<file path="src/rtl/poco_mem_arb.sv">
`default_nettype none
// ============================================================================
//  Module   : poco_mem_arb
//  Purpose  : Single-port memory arbiter sharing one synchronous unified RAM
//             between the POCO fetch port (if_*), the POCO data port (d_*)
//             and an external host port (h_*). At most one requester is
//             granted per cycle; read data returns one cycle after the grant
//             and is steered to the port that issued the read.
//  Ports    : clk, rst_n        - clock, synchronous active-low reset
//             if_*              - fetch read port (req/addr -> gnt/rvalid/rdata)
//             d_*               - data read/write port
//             h_*               - host read/write port with bus lock (h_lock)
//             mem_*             - RAM command out, mem_rdata in (1-cycle latency)
//             cpu_stall         - a CPU port is requesting but not granted
//  Config   : POCO_ARB_RR_EN defined   -> round-robin d->if->h in ARB state
//             POCO_ARB_RR_EN undefined -> fixed priority d>if>h with aging
//  Revision : 1.0 - initial release
// ============================================================================
module poco_mem_arb #(
    parameter int DATA_W     = 16,
    parameter int ADDR_W     = 16,
    parameter int STARVE_MAX = 4
) (
    input  logic              clk,
    input  logic              rst_n,
    // fetch port
    input  logic              if_req,
    input  logic [ADDR_W-1:0] if_addr,
    output logic              if_gnt,
    output logic              if_rvalid,
    output logic [DATA_W-1:0] if_rdata,
    // data port
    input  logic              d_req,
    input  logic              d_we,
    input  logic [ADDR_W-1:0] d_addr,
    input  logic [DATA_W-1:0] d_wdata,
    output logic              d_gnt,
    output logic              d_rvalid,
    output logic [DATA_W-1:0] d_rdata,
    // host port
    input  logic              h_req,
    input  logic              h_we,
    input  logic              h_lock,
    input  logic [ADDR_W-1:0] h_addr,
    input  logic [DATA_W-1:0] h_wdata,
    output logic              h_gnt,
    output logic              h_rvalid,
    output logic [DATA_W-1:0] h_rdata,
    // RAM command
    output logic              mem_en,
    output logic              mem_we,
    output logic [ADDR_W-1:0] mem_addr,
    output logic [DATA_W-1:0] mem_wdata,
    input  logic [DATA_W-1:0] mem_rdata,
    output logic              cpu_stall
);

    typedef enum logic [0:0] {ST_ARB = 1'b0, ST_LOCK = 1'b1} state_t;
    typedef enum logic [1:0] {OWN_NONE = 2'd0, OWN_IF = 2'd1, OWN_D = 2'd2, OWN_H = 2'd3} owner_t;

    state_t state_q, state_d;
    owner_t owner_q, owner_d;

    // Requester index: 0 = data, 1 = fetch, 2 = host (default priority order)
    logic [2:0] w_req;
    logic [2:0] w_gnt_raw;
    logic [2:0] w_gnt;
    logic       w_lock_hold;

    assign w_req = {h_req, if_req, d_req};

    // Lock persists while the host keeps h_lock high; once it is sampled low
    // the same cycle falls back to normal arbitration.
    assign w_lock_hold = (state_q == ST_LOCK) && h_lock;

`ifdef POCO_ARB_RR_EN
    // Last granted requester; resets to host so data is served first.
    logic [1:0] last_q, last_d;

    always_comb begin
        w_gnt_raw = 3'b000;
        if (w_lock_hold) begin
            w_gnt_raw[2] = h_req;
        end else begin
            case (last_q)
                2'd0: begin // last = d -> if, h, d
                    if      (w_req[1]) w_gnt_raw[1] = 1'b1;
                    else if (w_req[2]) w_gnt_raw[2] = 1'b1;
                    else if (w_req[0]) w_gnt_raw[0] = 1'b1;
                end
                2'd1: begin // last = if -> h, d, if
                    if      (w_req[2]) w_gnt_raw[2] = 1'b1;
                    else if (w_req[0]) w_gnt_raw[0] = 1'b1;
                    else if (w_req[1]) w_gnt_raw[1] = 1'b1;
                end
                default: begin // last = h -> d, if, h
                    if      (w_req[0]) w_gnt_raw[0] = 1'b1;
                    else if (w_req[1]) w_gnt_raw[1] = 1'b1;
                    else if (w_req[2]) w_gnt_raw[2] = 1'b1;
                end
            endcase
        end
    end

    always_comb begin
        last_d = last_q;
        if (w_gnt[0])      last_d = 2'd0;
        else if (w_gnt[1]) last_d = 2'd1;
        else if (w_gnt[2]) last_d = 2'd2;
    end

    always_ff @(posedge clk) begin
        if (!rst_n) begin
            last_q <= 2'd2;
        end else begin
            last_q <= last_d;
        end
    end
`else
    localparam logic [3:0] STARVE_LIM = 4'(STARVE_MAX);

    logic [2:0][3:0] cnt_q, cnt_d;
    logic [2:0]      w_elev;

    // A waiting requester that has hit the limit jumps ahead of everyone
    // not yet elevated; elevation is ignored while the host holds the lock.
    always_comb begin
        for (int i = 0; i < 3; i++) begin
            w_elev[i] = w_req[i] && (cnt_q[i] == STARVE_LIM);
        end
    end

    always_comb begin
        w_gnt_raw = 3'b000;
        if (w_lock_hold) begin
            w_gnt_raw[2] = h_req;
        end else if (|w_elev) begin
            if      (w_elev[0]) w_gnt_raw[0] = 1'b1;
            else if (w_elev[1]) w_gnt_raw[1] = 1'b1;
            else                w_gnt_raw[2] = 1'b1;
        end else begin
            if      (w_req[0]) w_gnt_raw[0] = 1'b1;
            else if (w_req[1]) w_gnt_raw[1] = 1'b1;
            else if (w_req[2]) w_gnt_raw[2] = 1'b1;
        end
    end

    // Counters run in every state, including LOCK.
    always_comb begin
        for (int i = 0; i < 3; i++) begin
            if (!w_req[i] || w_gnt[i]) begin
                cnt_d[i] = 4'd0;
            end else if (cnt_q[i] != STARVE_LIM) begin
                cnt_d[i] = cnt_q[i] + 4'd1;
            end else begin
                cnt_d[i] = cnt_q[i];
            end
        end
    end

    always_ff @(posedge clk) begin
        if (!rst_n) begin
            cnt_q <= '0;
        end else begin
            cnt_q <= cnt_d;
        end
    end
`endif

    // Grants are suppressed combinationally while reset is asserted.
    assign w_gnt  = rst_n ? w_gnt_raw : 3'b000;
    assign d_gnt  = w_gnt[0];
    assign if_gnt = w_gnt[1];
    assign h_gnt  = w_gnt[2];

    assign cpu_stall = (if_req & ~if_gnt) | (d_req & ~d_gnt);

    // RAM command mux; idle bus drives zeros.
    always_comb begin
        mem_we    = 1'b0;
        mem_addr  = '0;
        mem_wdata = '0;
        if (w_gnt[0]) begin
            mem_we    = d_we;
            mem_addr  = d_addr;
            mem_wdata = d_wdata;
        end else if (w_gnt[1]) begin
            mem_addr  = if_addr;
        end else if (w_gnt[2]) begin
            mem_we    = h_we;
            mem_addr  = h_addr;
            mem_wdata = h_wdata;
        end
    end

    assign mem_en = |w_gnt;

    // State and read-owner next values
    always_comb begin
        state_d = (w_lock_hold || (w_gnt[2] && h_lock)) ? ST_LOCK : ST_ARB;
        owner_d = OWN_NONE;
        if (w_gnt[0] && !d_we)      owner_d = OWN_D;
        else if (w_gnt[1])          owner_d = OWN_IF;
        else if (w_gnt[2] && !h_we) owner_d = OWN_H;
    end

    always_ff @(posedge clk) begin
        if (!rst_n) begin
            state_q <= ST_ARB;
            owner_q <= OWN_NONE;
        end else begin
            state_q <= state_d;
            owner_q <= owner_d;
        end
    end

    // Read return steering
    assign if_rvalid = rst_n && (owner_q == OWN_IF);
    assign d_rvalid  = rst_n && (owner_q == OWN_D);
    assign h_rvalid  = rst_n && (owner_q == OWN_H);

    assign if_rdata = if_rvalid ? mem_rdata : '0;
    assign d_rdata  = d_rvalid  ? mem_rdata : '0;
    assign h_rdata  = h_rvalid  ? mem_rdata : '0;

endmodule
`default_nettype wire
</file>
<file path="config.mk">
export PLATFORM = sky130hd
export DESIGN_NAME = poco_mem_arb
export DESIGN_NICKNAME = d
export VERILOG_FILES = /design/src/rtl/poco_mem_arb.sv
export SDC_FILE = /design/constraint.sdc
export NUM_CORES = 1
export LEC_CHECK = 0
export BUFFER_PORTS_ARGS = -buffer_cell sky130_fd_sc_hd__buf_2
export CAP_MARGIN = 20
export CORE_MARGIN = 10
export CORE_UTILIZATION = 36
export DETAILED_ROUTE_END_ITERATION = 8
export GPL_TIMING_DRIVEN = 0
export PLACE_DENSITY = 0.81
export SLEW_MARGIN = 20
export SYNTH_ARGS = -nofsm -noshare
export SYNTH_HDL_FRONTEND = slang
export SYNTH_SLANG_ARGS = --single-unit
export TNS_END_PERCENT = 20
</file>
<file path="constraint.sdc">
create_clock -name clk -period 2.66 [get_ports clk]
set_clock_uncertainty 0.1 [all_clocks]
set_input_delay 0.532 -clock clk [delete_from_list [all_inputs] [get_ports clk]]
set_output_delay 0.532 -clock clk [all_outputs]
set_load 0.01 [all_outputs]
</file>
; ---- Yosys cells after proc, flatten, opt, wreduce, memory -nomap -nowiden
; Index checks and enable logic that the tools add are counted.
[word_totals]
out_inout_bits = 89
ff_bits = 15
in_bits = 104
[op_classes]
n_mux = 29
n_bitwise = 6
add_sub_neg = 3
n_reduce_logical = 25
n_eq_ne = 9
[op_table]
columns = cell, n
row1 = $mux 16, 9
row2 = $add 4x1->4 const B, 3
row3 = $eq 4x3->1 const B, 3
row4 = $mux 1, 12
row5 = $mux 2, 6
row6 = $ne 4x3->1 const B, 3
row7 = $logic_and 1x1->1, 10
row8 = $reduce_or 2->1, 4
row9 = $mux 3, 2
row10 = $reduce_or 3->1, 2
row11 = $logic_not 1->1, 5
row12 = $eq 2x2->1 const B, 2
row13 = $logic_or 1x1->1, 4
row14 = $not 1->1, 3
row15 = $and 1x1->1, 2
row16 = $eq 2x1->1 const B, 1
row17 = $or 1x1->1, 1

; ---- Logic depth before layout (Yosys ltp)
[depth]
word_depth = 11
depth_mapped = 10
mapped_depth_nobuf = 7

; ---- Least setup slack after synthesis
; No wires, ideal clock.
[synth_timing]
kind = reg2out
from = register cnt_q[0] (netlist bit)
to = output port mem_addr[0]
required_time_ps = 2028
stages_incl_launch_ff = 9
arrival_time_ps = 1935
path_slack_ps = 93
cell_sequence = dfxtp_1 -> inv_1 -> ha_1 -> and3b_1 -> buf_6 -> a221oi_4 -> buf_6 -> o2111ai_1 -> a31oi_1
[synth_between]
elab_chain_cells = 9
word_cells_on_any_way = 12
cone_classes = eq/ne: 1 / mux: 9 / reduce/logical: 2
[synth_lines]
columns = item, line
row1 = "start, declared", 122  ; logic [2:0][3:0] cnt_q, cnt_d;
row2 = "start signal, assigned", 165  ; cnt_q <= cnt_d;
row3 = $eq 4x3->1 *, 129  ; w_elev[i] = w_req[i] && (cnt_q[i] == STARVE_LIM);
row4 = $logic_and 1x1->1 *, 129
row5 = $reduce_or 3->1 / $mux 2 (equally long branches), "137, 138"
row6 = $mux 3 *, 137  ; end else if (|w_elev) begin
row7 = $mux 1, 135  ; if (w_lock_hold) begin
row8 = $mux 3 *, 171  ; assign w_gnt = rst_n ? w_gnt_raw : 3'b000;
row9 = $mux 16, 189  ; end else if (w_gnt[2]) begin
row10 = $mux 16, 187  ; end else if (w_gnt[1]) begin
row11 = $mux 16 *, 183  ; if (w_gnt[0]) begin
row12 = "end, declared", 52  ; output logic [ADDR_W-1:0] mem_addr,
; Every way passes the cells marked *; elsewhere a longest branch is shown, timed or not.

; ---- Worst setup path in the final report
[layout_timing]
from = register cnt_q[4] (netlist bit)
to = output port mem_wdata[9]
[layout_between]
elab_chain_cells = 10
word_cells_on_any_way = 13
cone_classes = eq/ne: 1 / mux: 10 / reduce/logical: 2
[layout_lines]
columns = item, line
row1 = $eq 4x3->1 *, 129
row2 = $logic_and 1x1->1 *, 129
row3 = $mux 1, 139  ; else if (w_elev[1]) w_gnt_raw[1] = 1'b1;
row4 = $mux 2, 138  ; if (w_elev[0]) w_gnt_raw[0] = 1'b1;
row5 = $mux 3 *, 137
row6 = $mux 1, 135
row7 = $mux 3 *, 171
row8 = $mux 16, 189
row9 = $mux 16, 187
row10 = $mux 16 *, 183
row11 = "end, declared", 53  ; output logic [DATA_W-1:0] mem_wdata,
; Marks and branches as above.

==> results <==
- The run finished, with violations left.
- The final reports fail on setup timing.
- STA classifies the critical path endpoint as an output pin.
- The first global-routing pass estimated 15.2 mm of wire.
- After routing, the total negative slack on setup checks comes to -5.82 ns.
- The number of global-route vias before repair came to 3,050.
- The worst hold path was traced through 2 stages.
- The adder and majority cell fraction of the synthesized area is 3.93%.
- In this run the cell area of the synthesized design comes to 0.00191 mm2.
- The area growth from synthesis to layout is 81.7%.
- Max-cap violations in this run came to 0.
- The portion of synthesized cell area occupied by the leading cell type is 16.0%.
- The worst slack at placement is -0.260 ns.
- Entering global routing, the biggest net connects 12 pins.
- The setup check on the worst reg-to-reg path leaves a slack of 0.69 ns.
- The final hold violation count is 0.
- The multiplexer area fraction after synthesis is 0%.
- The number of I/O pins is 193.
- The category of the critical setup timing path is flip-flop to output pin.
- At the pin with the least slew margin, the transition time is 0.562 ns.
- Clock tree synthesis inserted a total of 3 buffers.
- The worst relative slew slack is 62.5%.
- The weighted congestion reported at the end of routability-driven placement is 0.836.
- The worst register-to-register path begins at cnt_q[4].
- The final standard cell count with taps included and fillers excluded is 545.
- Of the total synthesized cell area, the portion taken by AND, OR, NAND and NOR gates is 33.8%.
- The count of nets left with antenna violations once routing finished came out at 0.
- Measured on the finished design, the core utilization comes to 67.6%.
- The die boundary width is 92.9 um.
- On the final layout, the worst hold slack is 0.397 ns.
- Along the worst path, the maximum fanout reaches 6.
- The number of hold buffers added after CTS was 0.
- The die covers 0.00863 mm2.
- Of the total synthesized cell area, the portion taken by XOR and XNOR cells is 2.29%.
- The root buffer cell is sky130_fd_sc_hd__clkbuf_8.
- Of the total power, the clock network draws 23.1%.
- The number of placement rows is 26.
- The reported leakage power is 1.78 nW.
- The count of unique library cells instantiated by Yosys is 42.
- The fraction of layout cells with a size suffix above 1 is 56.6%.
- The peak ir drop on the vdd network is 0.000141 V.
- For this run, the post-layout net count is 586.
- The startpoint of the most critical setup path is cnt_q[4].
- The share of the cycle needed by the critical path after routing is 109%.
- Combinational cells account for 47.4% of the total power.
- The wire-length estimate of the detail-placed layout is 7.58 mm.
- The number of antenna violations at the first check in global routing came to 0.
- For the worst setup path, the data required time is 2.03 ns.
- The sequential share of power is 29.5%.
- For this run, asynchronously set or reset flops after synthesis account for 0%.
- The CTS tree is built.
- The maximum root-to-sink buffer count is 2.
- The count of buffers inserted at the top-level ports is 191.
- Setup repair after global routing could not meet its margin everywhere.
- On the worst path, the slowest cell contributes a delay of 0.33 ns.
- The clock reaches the later pin of the worst-skew pair after 0.25 ns.
- The worst setup slack after layout is -0.243 ns.
- The critical path startpoint category is a flip-flop.
- The critical path goes through inv_2, ha_4, and4b_2, buf_6, a221oi_4, buf_6, o211ai_4, clkinv_4, buf_12, buf_12, a22o_1, buf_2.
- The DRC violation count after routing is 0.
- Among cell families on the critical path, the largest total delay comes from buffers and inverters.
- The power density over cell area is 229 mW/mm2.
- The number of pins exceeding their max-slew limit in the final report is 0.
- The detailed router finished its first iteration with 116 violations.
- The via total after detailed routing is 2,960.
- Yosys printed 0 warnings.
- In the post-synthesis netlist, the biggest area contributors are sky130_fd_sc_hd__and2_1 16%, sky130_fd_sc_hd__dfxtp_1 16%, sky130_fd_sc_hd__a22o_1 8.2%.
- After detailed routing, the average wire length per cell comes to 18.7 um.
- The worst hold path belongs to the class input port to flip-flop.
- The register area share after synthesis is 15.7%.
- Summed over all instances, the cell type with the most area after synthesis is sky130_fd_sc_hd__and2_1.
- Once the floorplan was initialized, standard cells occupied 37.2% of the core.
- The hold path startpoint is d_we.
- The total track usage is 21.2%.
- The global route total overflow is 0.
- In the synthesized netlist, the number of instances is 255.
- After clock tree synthesis, the clock-pin slew on the worst setup and hold paths is 0.06 ns.
- The post-detailed-routing wire length is 10.2 mm.
- The number of flip-flops and latches in the synthesized netlist is 15.
- At the worst endpoint, the arrival time is 2.27 ns.
- The height of the die is 92.9 um.
- In this run switching power makes up 33.7% of total power.
- The flip-flop cell with the highest count after synthesis is sky130_fd_sc_hd__dfxtp_1.
- After detailed placement, the design holds a cell count of 516.
- The number of levels the H-tree was split into is 1.
- 0 antenna diodes ended up in the layout.
- The count of cells along the worst register-to-register path is 9.
- Counting flops with a built-in enable in the synthesized netlist gives 0.
- Setup violations remaining at the end of the flow were counted as 36.
- The count of buffer and inverter cells on the critical path is 7.
- The average vias per placed instance is 5.43.
- The net switching power is 0.000267 W.
- Before antenna repair, the detailed router went through 4 iterations.
- The worst min-delay path endpoint is owner_q[1].
- CTS saw 15 sinks.
- The critical register-to-register path endpoint is owner_q[1].
- The master of the slowest instance on the critical path is sky130_fd_sc_hd__dfxtp_2.
- The internal portion of the total power is 0.000526 W.
- Dividing the synthesized area by the synthesized cell count gives 7.50 um2.
- The core region is 0.00514 mm2.
- Counting every net in the synthesized netlist gives 365.
- The post-route minimum period is 2.90 ns.
- The maximum operating frequency is 0.344 GHz.
- The area fraction in compound gates after synthesis is 34.1%.
- By area, the combinational part of the netlist is dominated by compound AO/OA/AOI/OAI gates.
==> repair_timing <==
item,in CTS,in global routing
cloned,2,0
setup endpoints to repair,36,41
endpoints found under the hold margin,0,0
gates resized for setup,39,13
buffers inserted,20,3
pin swaps,30,5
==> cells in the mapped netlist (5+ instances only) <==
master / number
sky130_fd_sc_hd__and2_1: 49
sky130_fd_sc_hd__nor2_1: 13
sky130_fd_sc_hd__nand3_1: 6
sky130_fd_sc_hd__a31oi_1: 16
sky130_fd_sc_hd__ha_1: 6
sky130_fd_sc_hd__dfxtp_1: 15
sky130_fd_sc_hd__inv_1: 6
sky130_fd_sc_hd__clkbuf_1: 7
sky130_fd_sc_hd__buf_6: 6
sky130_fd_sc_hd__xnor2_1: 5
sky130_fd_sc_hd__a21oi_1: 9
sky130_fd_sc_hd__o2111ai_1: 16
sky130_fd_sc_hd__nor3_1: 22
sky130_fd_sc_hd__nand2_1: 9
sky130_fd_sc_hd__a22o_1: 18
sky130_fd_sc_hd__buf_2: 6
sky130_fd_sc_hd__o21ai_0: 16
==> registers in the layout, summed over array words and instances, names as in the netlist <==
name     count
cnt_q       12
owner_q      2
state_q      1
==> routing by layer <==
metal,GRT usage [%],share of wire [%],up-vias
li1,-,-,1392
met3,7.59,11,23
met5,0,0,-
met4,8.61,2.7,0
met1,21.3,37,1349
met2,38.6,50,196
==> power by group through the flow <==
stage	Combinational [W]	Clock [W]	Sequential [W]
floorplan	0.000145	0	0.000238
global placement	0.000298	0	0.000239
detailed placement	0.000304	0	0.000239
CTS	0.000352	0.000188	0.000233
global route	0.000404	0.000196	0.000235
finish	0.000376	0.000184	0.000234
==> final cells by class <==
| cell class | instances | area (um2) |
|---|---|---|
| plain buffers | 22 | 175 |
| clock buffers | 4 | 45.0 |
| fillers | 419 | 1670 |
| inverters | 8 | 42.5 |
| multi-input cells | 210 | 1550 |
| flip-flops and latches | 15 | 308 |
| well taps | 70 | 87.6 |
| repair buffers | 216 | 1260 |
==> placed cells by master, fill, tap and decap left out, types with 7 or more instances in the layout <==
master / Yosys / layout
sky130_fd_sc_hd__buf_6: 6 / 16
sky130_fd_sc_hd__a22o_1: 18 / 18
sky130_fd_sc_hd__a31oi_1: 16 / 11
sky130_fd_sc_hd__o2111ai_1: 16 / 14
sky130_fd_sc_hd__a21oi_1: 9 / 9
sky130_fd_sc_hd__nand2_1: 9 / 9
sky130_fd_sc_hd__buf_2: 6 / 191
sky130_fd_sc_hd__and2_1: 49 / 49
sky130_fd_sc_hd__nor3_1: 22 / 21
sky130_fd_sc_hd__o21ai_0: 16 / 16
sky130_fd_sc_hd__dfxtp_1: 15 / 9
sky130_fd_sc_hd__clkbuf_1: 7 / 7
sky130_fd_sc_hd__buf_4: 0 / 17
sky130_fd_sc_hd__nor2_1: 13 / 12
==> through the flow <==
step | area, um2 | power (W)
4_1_cts | 3380 | 0.000773
5_1_grt | 3470 | 0.000835
6_report | 3470 | 0.000794
3_5_place_dp | 2960 | 0.000543
3_3_place_gp | 2960 | 0.000537
2_1_floorplan | 1910 | 0.000384
==> worst register-to-register path, stage by stage (launching register included) <==
cell and delay (ns):
sky130_fd_sc_hd__dfxtp_2 0.35, sky130_fd_sc_hd__inv_2 0.05, sky130_fd_sc_hd__ha_4 0.17, sky130_fd_sc_hd__and4b_2 0.24, sky130_fd_sc_hd__o21a_1 0.18, sky130_fd_sc_hd__buf_6 0.14, sky130_fd_sc_hd__or2_1 0.22, sky130_fd_sc_hd__buf_6 0.15
sky130_fd_sc_hd__buf_12 0.15, sky130_fd_sc_hd__o22ai_1 0.14
==> cell families after synthesis <==
| kind of cell | Yosys count |
|---|---|
| flip-flops | 15 |
| AND/OR/NAND/NOR | 113 |
| XOR/XNOR | 5 |
| AO/OA/AOI/OAI | 86 |
| buffers and inverters | 30 |
| adder cells (fa/ha/maj) | 6 |
==> worst max-delay path by stage <==
stage,end,slack [ns],depth (start not counted)
finish,mem_wdata[9],-0.24,12
detailed placement,mem_addr[0],-0.26,7
global route,mem_wdata[9],-0.30,12
global placement,mem_addr[0],-0.24,7
floorplan,mem_addr[0],0.09,8
CTS,mem_wdata[7],-0.21,12
(Power assumes the default switching activity.)
